===== src/rtl/mem_stage_pkg.sv =====
// Shared MEM-stage types: handshake FSM states, word/register widths, MEM/WB layout.
// The default memory timeout is defined here so the pipeline top and the sub-module agree on it.
package mem_stage_pkg;

  localparam int WORD_W             = 32;
  localparam int REG_W              = 5;
  localparam int TIMEOUT_CYCLES_DEF = 255;

  typedef logic [WORD_W-1:0] word_t;
  typedef logic [REG_W-1:0]  reg_idx_t;

  typedef enum logic [1:0] {
    ST_IDLE   = 2'd0,
    ST_ACCESS = 2'd1,
    ST_DONE   = 2'd2
  } mem_state_t;

  typedef struct packed {
    logic     reg_write;
    logic     mem_to_reg;
    word_t    read_data;
    word_t    alu_out;
    reg_idx_t write_reg;
  } mem_wb_t;

endpackage


===== src/rtl/mem_access_ctrl.sv =====
// Data-memory handshake FSM (IDLE/ACCESS/DONE) with load buffer; stalls from request until ack, min 2 cycles.
// Optional ACCESS wait counter and sticky error under MEM_TIMEOUT_EN; state updates on the falling clock edge.
module mem_access_ctrl
  import mem_stage_pkg::*;
#(
  parameter int TIMEOUT_CYCLES = TIMEOUT_CYCLES_DEF
) (
  input  logic              clk,
  input  logic              rst,
  input  logic              i_mem_read,
  input  logic              i_mem_write,
  input  logic [WORD_W-1:0] i_addr,
  input  logic [WORD_W-1:0] i_wdata,
  input  logic              i_ack,
  input  logic [WORD_W-1:0] i_rdata,
  output logic              o_req,
  output logic              o_we,
  output logic [WORD_W-1:0] o_addr,
  output logic [WORD_W-1:0] o_wdata,
  output logic              o_stall,
  output logic              o_done,
  output logic [WORD_W-1:0] o_load_data,
  output logic              o_err
);

  mem_state_t r_state;
  mem_state_t w_next;
  logic       r_req;
  logic       r_we;
  word_t      r_addr;
  word_t      r_wdata;
  word_t      r_load;
  logic       w_memop;
  logic       w_start;
  logic       w_timeout;

  assign w_memop = i_mem_read | i_mem_write;
  // Reset must silence the request at once even if EX/MEM still holds a memory op.
  assign w_start = w_memop & ~rst;

`ifdef MEM_TIMEOUT_EN
  localparam int CNT_W = $clog2(TIMEOUT_CYCLES + 1);

  logic [CNT_W-1:0] r_cnt;
  logic             r_err;

  assign w_timeout = (r_state == ST_ACCESS) & ~i_ack & (r_cnt == CNT_W'(TIMEOUT_CYCLES - 1));

  always_ff @(negedge clk or posedge rst) begin
    if (rst) begin
      r_cnt <= '0;
    end else if (r_state != ST_ACCESS) begin
      r_cnt <= '0;
    end else if (!i_ack) begin
      r_cnt <= r_cnt + CNT_W'(1);
    end
  end

  always_ff @(negedge clk or posedge rst) begin
    if (rst) begin
      r_err <= 1'b0;
    end else if (w_timeout) begin
      r_err <= 1'b1;
    end
  end

  assign o_err = r_err;
`else
  assign w_timeout = 1'b0;
  assign o_err     = (TIMEOUT_CYCLES < 0);
`endif

  always_ff @(negedge clk or posedge rst) begin
    if (rst) begin
      r_state <= ST_IDLE;
    end else begin
      r_state <= w_next;
    end
  end

  always_comb begin
    w_next = r_state;
    case (r_state)
      ST_IDLE:   if (w_memop) w_next = ST_ACCESS;
      ST_ACCESS: if (i_ack || w_timeout) w_next = ST_DONE;
      ST_DONE:   w_next = ST_IDLE;
      default:   w_next = ST_IDLE;
    endcase
  end

  always_comb begin
    o_req   = r_req;
    o_we    = r_we;
    o_addr  = r_addr;
    o_wdata = r_wdata;
    o_stall = 1'b0;
    o_done  = 1'b0;
    case (r_state)
      ST_IDLE: begin
        if (w_start) begin
          o_req   = 1'b1;
          o_we    = i_mem_write;
          o_addr  = i_addr;
          o_wdata = i_wdata;
          o_stall = 1'b1;
        end
      end
      ST_ACCESS: o_stall = 1'b1;
      ST_DONE:   o_done  = 1'b1;
      default:   o_stall = 1'b0;
    endcase
  end

  always_ff @(negedge clk or posedge rst) begin
    if (rst) begin
      r_req   <= 1'b0;
      r_we    <= 1'b0;
      r_addr  <= '0;
      r_wdata <= '0;
      r_load  <= '0;
    end else begin
      case (r_state)
        ST_IDLE: begin
          if (w_memop) begin
            r_req   <= 1'b1;
            r_we    <= i_mem_write;
            r_addr  <= i_addr;
            r_wdata <= i_wdata;
          end
        end
        ST_ACCESS: begin
          if (i_ack) begin
            r_req  <= 1'b0;
            r_we   <= 1'b0;
            r_load <= i_rdata;
          end else if (w_timeout) begin
            r_req  <= 1'b0;
            r_we   <= 1'b0;
            r_load <= '0;
          end
        end
        default: r_req <= 1'b0;
      endcase
    end
  end

  assign o_load_data = r_load;

endmodule


===== src/rtl/mem_stage.sv =====
// MEM pipeline stage: branch resolve, data-memory access via mem_access_ctrl, MEM/WB register (falling edge).
// Non-memory ops take one cycle; memory ops stall upstream until ack. MEM_TIMEOUT_EN enables the access timeout.
module mem_stage
  import mem_stage_pkg::*;
#(
  parameter int TIMEOUT_CYCLES = TIMEOUT_CYCLES_DEF
) (
  input  logic              clk,
  input  logic              rst,
  input  logic              ex_mem_Branch,
  input  logic              ex_mem_MemRead,
  input  logic              ex_mem_MemWrite,
  input  logic              ex_mem_RegWrite,
  input  logic              ex_mem_MemtoReg,
  input  logic              ex_mem_zero,
  input  logic [WORD_W-1:0] ex_mem_ALU_out,
  input  logic [WORD_W-1:0] ex_mem_read_reg_data_2,
  input  logic [WORD_W-1:0] ex_mem_adder2_result,
  input  logic [REG_W-1:0]  ex_mem_write_reg,
  output logic              dmem_req,
  output logic              dmem_we,
  output logic [WORD_W-1:0] dmem_addr,
  output logic [WORD_W-1:0] dmem_wdata,
  input  logic              dmem_ack,
  input  logic [WORD_W-1:0] dmem_rdata,
  output logic              stall,
  output logic              PCSrc,
  output logic [WORD_W-1:0] branch_target,
  output logic              mem_wb_RegWrite,
  output logic              mem_wb_MemtoReg,
  output logic [WORD_W-1:0] mem_wb_read_data,
  output logic [WORD_W-1:0] mem_wb_ALU_out,
  output logic [REG_W-1:0]  mem_wb_write_reg,
  output logic              mem_err
);

  mem_wb_t r_mem_wb;
  logic    w_stall;
  logic    w_done;
  word_t   w_load;

  assign PCSrc         = ex_mem_Branch & ex_mem_zero;
  assign branch_target = ex_mem_adder2_result;

  mem_access_ctrl #(
    .TIMEOUT_CYCLES(TIMEOUT_CYCLES)
  ) u_access (
    .clk        (clk),
    .rst        (rst),
    .i_mem_read (ex_mem_MemRead),
    .i_mem_write(ex_mem_MemWrite),
    .i_addr     (ex_mem_ALU_out),
    .i_wdata    (ex_mem_read_reg_data_2),
    .i_ack      (dmem_ack),
    .i_rdata    (dmem_rdata),
    .o_req      (dmem_req),
    .o_we       (dmem_we),
    .o_addr     (dmem_addr),
    .o_wdata    (dmem_wdata),
    .o_stall    (w_stall),
    .o_done     (w_done),
    .o_load_data(w_load),
    .o_err      (mem_err)
  );

  assign stall = w_stall;

  // A stalled cycle retires nothing: only the write enable is squashed, the rest holds.
  always_ff @(negedge clk or posedge rst) begin
    if (rst) begin
      r_mem_wb <= '0;
    end else if (w_stall) begin
      r_mem_wb.reg_write <= 1'b0;
    end else begin
      r_mem_wb.reg_write  <= ex_mem_RegWrite;
      r_mem_wb.mem_to_reg <= ex_mem_MemtoReg;
      r_mem_wb.alu_out    <= ex_mem_ALU_out;
      r_mem_wb.write_reg  <= ex_mem_write_reg;
      if (w_done && ex_mem_MemRead && !ex_mem_MemWrite) begin
        r_mem_wb.read_data <= w_load;
      end
    end
  end

  assign mem_wb_RegWrite  = r_mem_wb.reg_write;
  assign mem_wb_MemtoReg  = r_mem_wb.mem_to_reg;
  assign mem_wb_read_data = r_mem_wb.read_data;
  assign mem_wb_ALU_out   = r_mem_wb.alu_out;
  assign mem_wb_write_reg = r_mem_wb.write_reg;

endmodule


===== config.mk =====
export PLATFORM = sky130hd
export DESIGN_NAME = mem_stage
export DESIGN_NICKNAME = d
export VERILOG_FILES = /design/src/rtl/mem_stage_pkg.sv /design/src/rtl/mem_access_ctrl.sv /design/src/rtl/mem_stage.sv
export SDC_FILE = /design/constraint.sdc
export NUM_CORES = 1
export LEC_CHECK = 0
export BUFFER_PORTS_ARGS = -buffer_cell sky130_fd_sc_hd__buf_2
export CAP_MARGIN = 20
export CORE_AREA = 2 2 133 135
export DETAILED_ROUTE_END_ITERATION = 7
export DIE_AREA = 0 0 135 137
export HOLD_SLACK_MARGIN = 0.12
export MAX_ROUTING_LAYER = met4
export PLACE_DENSITY_LB_ADDON = 0.25
export SYNTH_ARGS = -nofsm -noshare
export SYNTH_HDL_FRONTEND = slang
export SYNTH_SLANG_ARGS = --single-unit

===== constraint.sdc =====
create_clock -name clk -period 7.7 [get_ports clk]
set_clock_uncertainty 0.2 [all_clocks]
set_input_delay 1.925 -clock clk [delete_from_list [all_inputs] [get_ports clk]]
set_output_delay 1.925 -clock clk [all_outputs]
set_load 0.05 [all_outputs]

==> metrics.cfg <==
[clocking]
cts_tree = built
htreeDepth = 4
clockBufferDepth = 2
insertion_delay_ns = 0.39
cts_buffers = 17
numClockSinks = 171
root_buffer = clkbuf_16
clk_pin_slew_worst_paths_ns = 0.05

[worst_setup_path]
cp_data_arrival_time_ns = 5.82
reg2reg_depth = 5
required_ns = 5.58
r2r-start = u_access.r_state[1]
startpoint = u_access.r_state[0]
start_kind = flop
worst_setup_path_end_kind = output port
rrSetupSlack_ns = 5.66
r2r_end = mem_wb_ALU_out[2]
endpoint = dmem_wdata[22]
crit_path_max_fanout = 5
critPathKind = reg -> out

[grt]
antenna_found_initial = 1
grt.total_usage = 0.208
grt_max_degree = 55
grt_pass1_vias = 5265
grt_overflow = 0
grt_first_pass_wirelength_um = 28500

[route]
drt_iter0_markers = 128
wl_per_cell_um = 19.5
vias_per_cell = 5.03
drtAntennaViolNets = 0
drt-total-wl_um = 18800
dr.pass1.iters = 4
vias = 4859
drc = 0

[synth]
synth-seq-area-share = 0.563
synth_cells = 485
synth.distinct_cells = 25
synth_area_leaders = dfrtn_1 56%, mux2_2 28%, mux2_4 7.5%
yosysMostFrequentCell = mux2_2
ys.flop_type = dfrtn_1
ys_top_cells_by_count = 189 x mux2_2, 171 x dfrtn_1, 38 x mux2_4
synth_area_mm2 = 0.00760
synth_edf_count = 0
yosys_register_bits = 171
syn-mean-instance-area_um2 = 15.7
yosys.area.top_type = dfrtn_1
synth_top_cell_area_share = 0.563
synth_nets = 627
yosysWarnings = 0
ys_async_sr_fraction = 1.00

[placement]
hpwlAfterDp_um = 11800
place_congestion = 0.793
dp_cells = 914
io_buffers = 248
dp_slack_ns = 0.0861

[final_layout]
drive_above_1_share = 0.742
final_nets = 869
area_growth_pct = 42.2
instances_no_fill = 966

[floorplanning]
ios = 314
rows = 48
initial_core_util = 0.446
die_w_um = 135
die_height_um = 137
dieArea_mm2 = 0.0185
core-area_mm2 = 0.0171

[job]
maxCapViolCount = 0

[status]
outcome = finished with violations
violations = negative setup slack

[timing]
maxSlewViolCount = 0
rsz0062_at_grt = true
holdWs_ns = 0.235
setup_violations = 65
hold_violations = 0
setup_slack_ns = -0.247

[hold_path]
hold_class = reg -> reg

[critical path: stages (launching register included)]
cell and delay, ns:
dfrtn_1 0.35, nor3_2 0.21, and2b_4 0.23, buf_8 0.15
buf_16 0.14, mux2_4 0.32, buf_8 0.16
[cell families after synthesis]
family	share of synthesized area
DFF	0.563
AOI/OAI and AO/OA	0.00510
muxes	0.359
and+or+nand+nor	0.0127
other	0.000493
buffers and inverters	0.0596
[placed cells by master, fill, tap and decap left out, types with 2 or more instances in the layout]
master,synthesis,final
mux2_4,38,102
inv_6,0,5
buf_16,0,5
buf_2,13,181
inv_1,4,3
nand2_1,3,2
mux2_1,3,3
nand3_1,2,2
clkinvlp_4,0,2
clkinv_4,0,2
mux2_2,189,125
dfrtn_1,171,171
buf_12,0,10
o21ai_0,3,3
clkinv_8,0,2
nor2b_1,2,2
buf_6,10,10
buf_4,34,8
clkbuf_16,0,21
buf_8,0,62
inv_8,0,4
[what timing repair did]
action	CTS	global route
hold buffers	0	0
gates resized for setup	193	85
setup buffers	11	3
hold endpoints to repair	0	0
gates cloned	8	4
setup endpoints to repair	66	67
pin swaps	2	3
[worst min-delay path by stage]
stage	endpoint	startpoint	cells after the start	slack, ns
floorplan	u_access.r_req	u_access.r_req	2	0.23
global placement	mem_wb_MemtoReg	mem_wb_MemtoReg	1	0.23
detailed placement	mem_wb_MemtoReg	mem_wb_MemtoReg	1	0.24
CTS	mem_wb_MemtoReg	mem_wb_MemtoReg	1	0.24
global route	mem_wb_MemtoReg	mem_wb_MemtoReg	1	0.26
finish	mem_wb_MemtoReg	mem_wb_MemtoReg	1	0.23
[metal layers]
layer / track usage / vias up / wire [um]
met3: 0.0659 / 40 / 1340
met4: 0.0747 / 0 / 416
met5: - / - / 0
met2: 0.349 / 180 / 9600
met1: 0.236 / 2467 / 7470
li1: - / 2172 / -
[stage by stage]
stage / setup TNS (ns) / cell area (um2) / utilization
6_report: -14.50 / 10800 / 0.634
5_1_grt: -20.40 / 10800 / 0.634
4_1_cts: -17.18 / 10500 / 0.614
3_5_place_dp: 0 / 8940 / 0.524
3_3_place_gp: 0 / 8940 / 0.524
2_1_floorplan: -57.58 / 7610 / -
[layout make-up]
cell class	instances	area, um2
clock buffers	17	425
clock inverters	15	176
well taps	225	282
diodes	1	2.50
fillers	1269	6250
flip-flops and latches	171	4280
inverters	4	18.8
multi-input cells	252	3150
repair buffers	281	2480
Power is left out: the tool's default activity adds up to more than one toggle a clock period on the data nets, which glitch-free logic cannot reach.
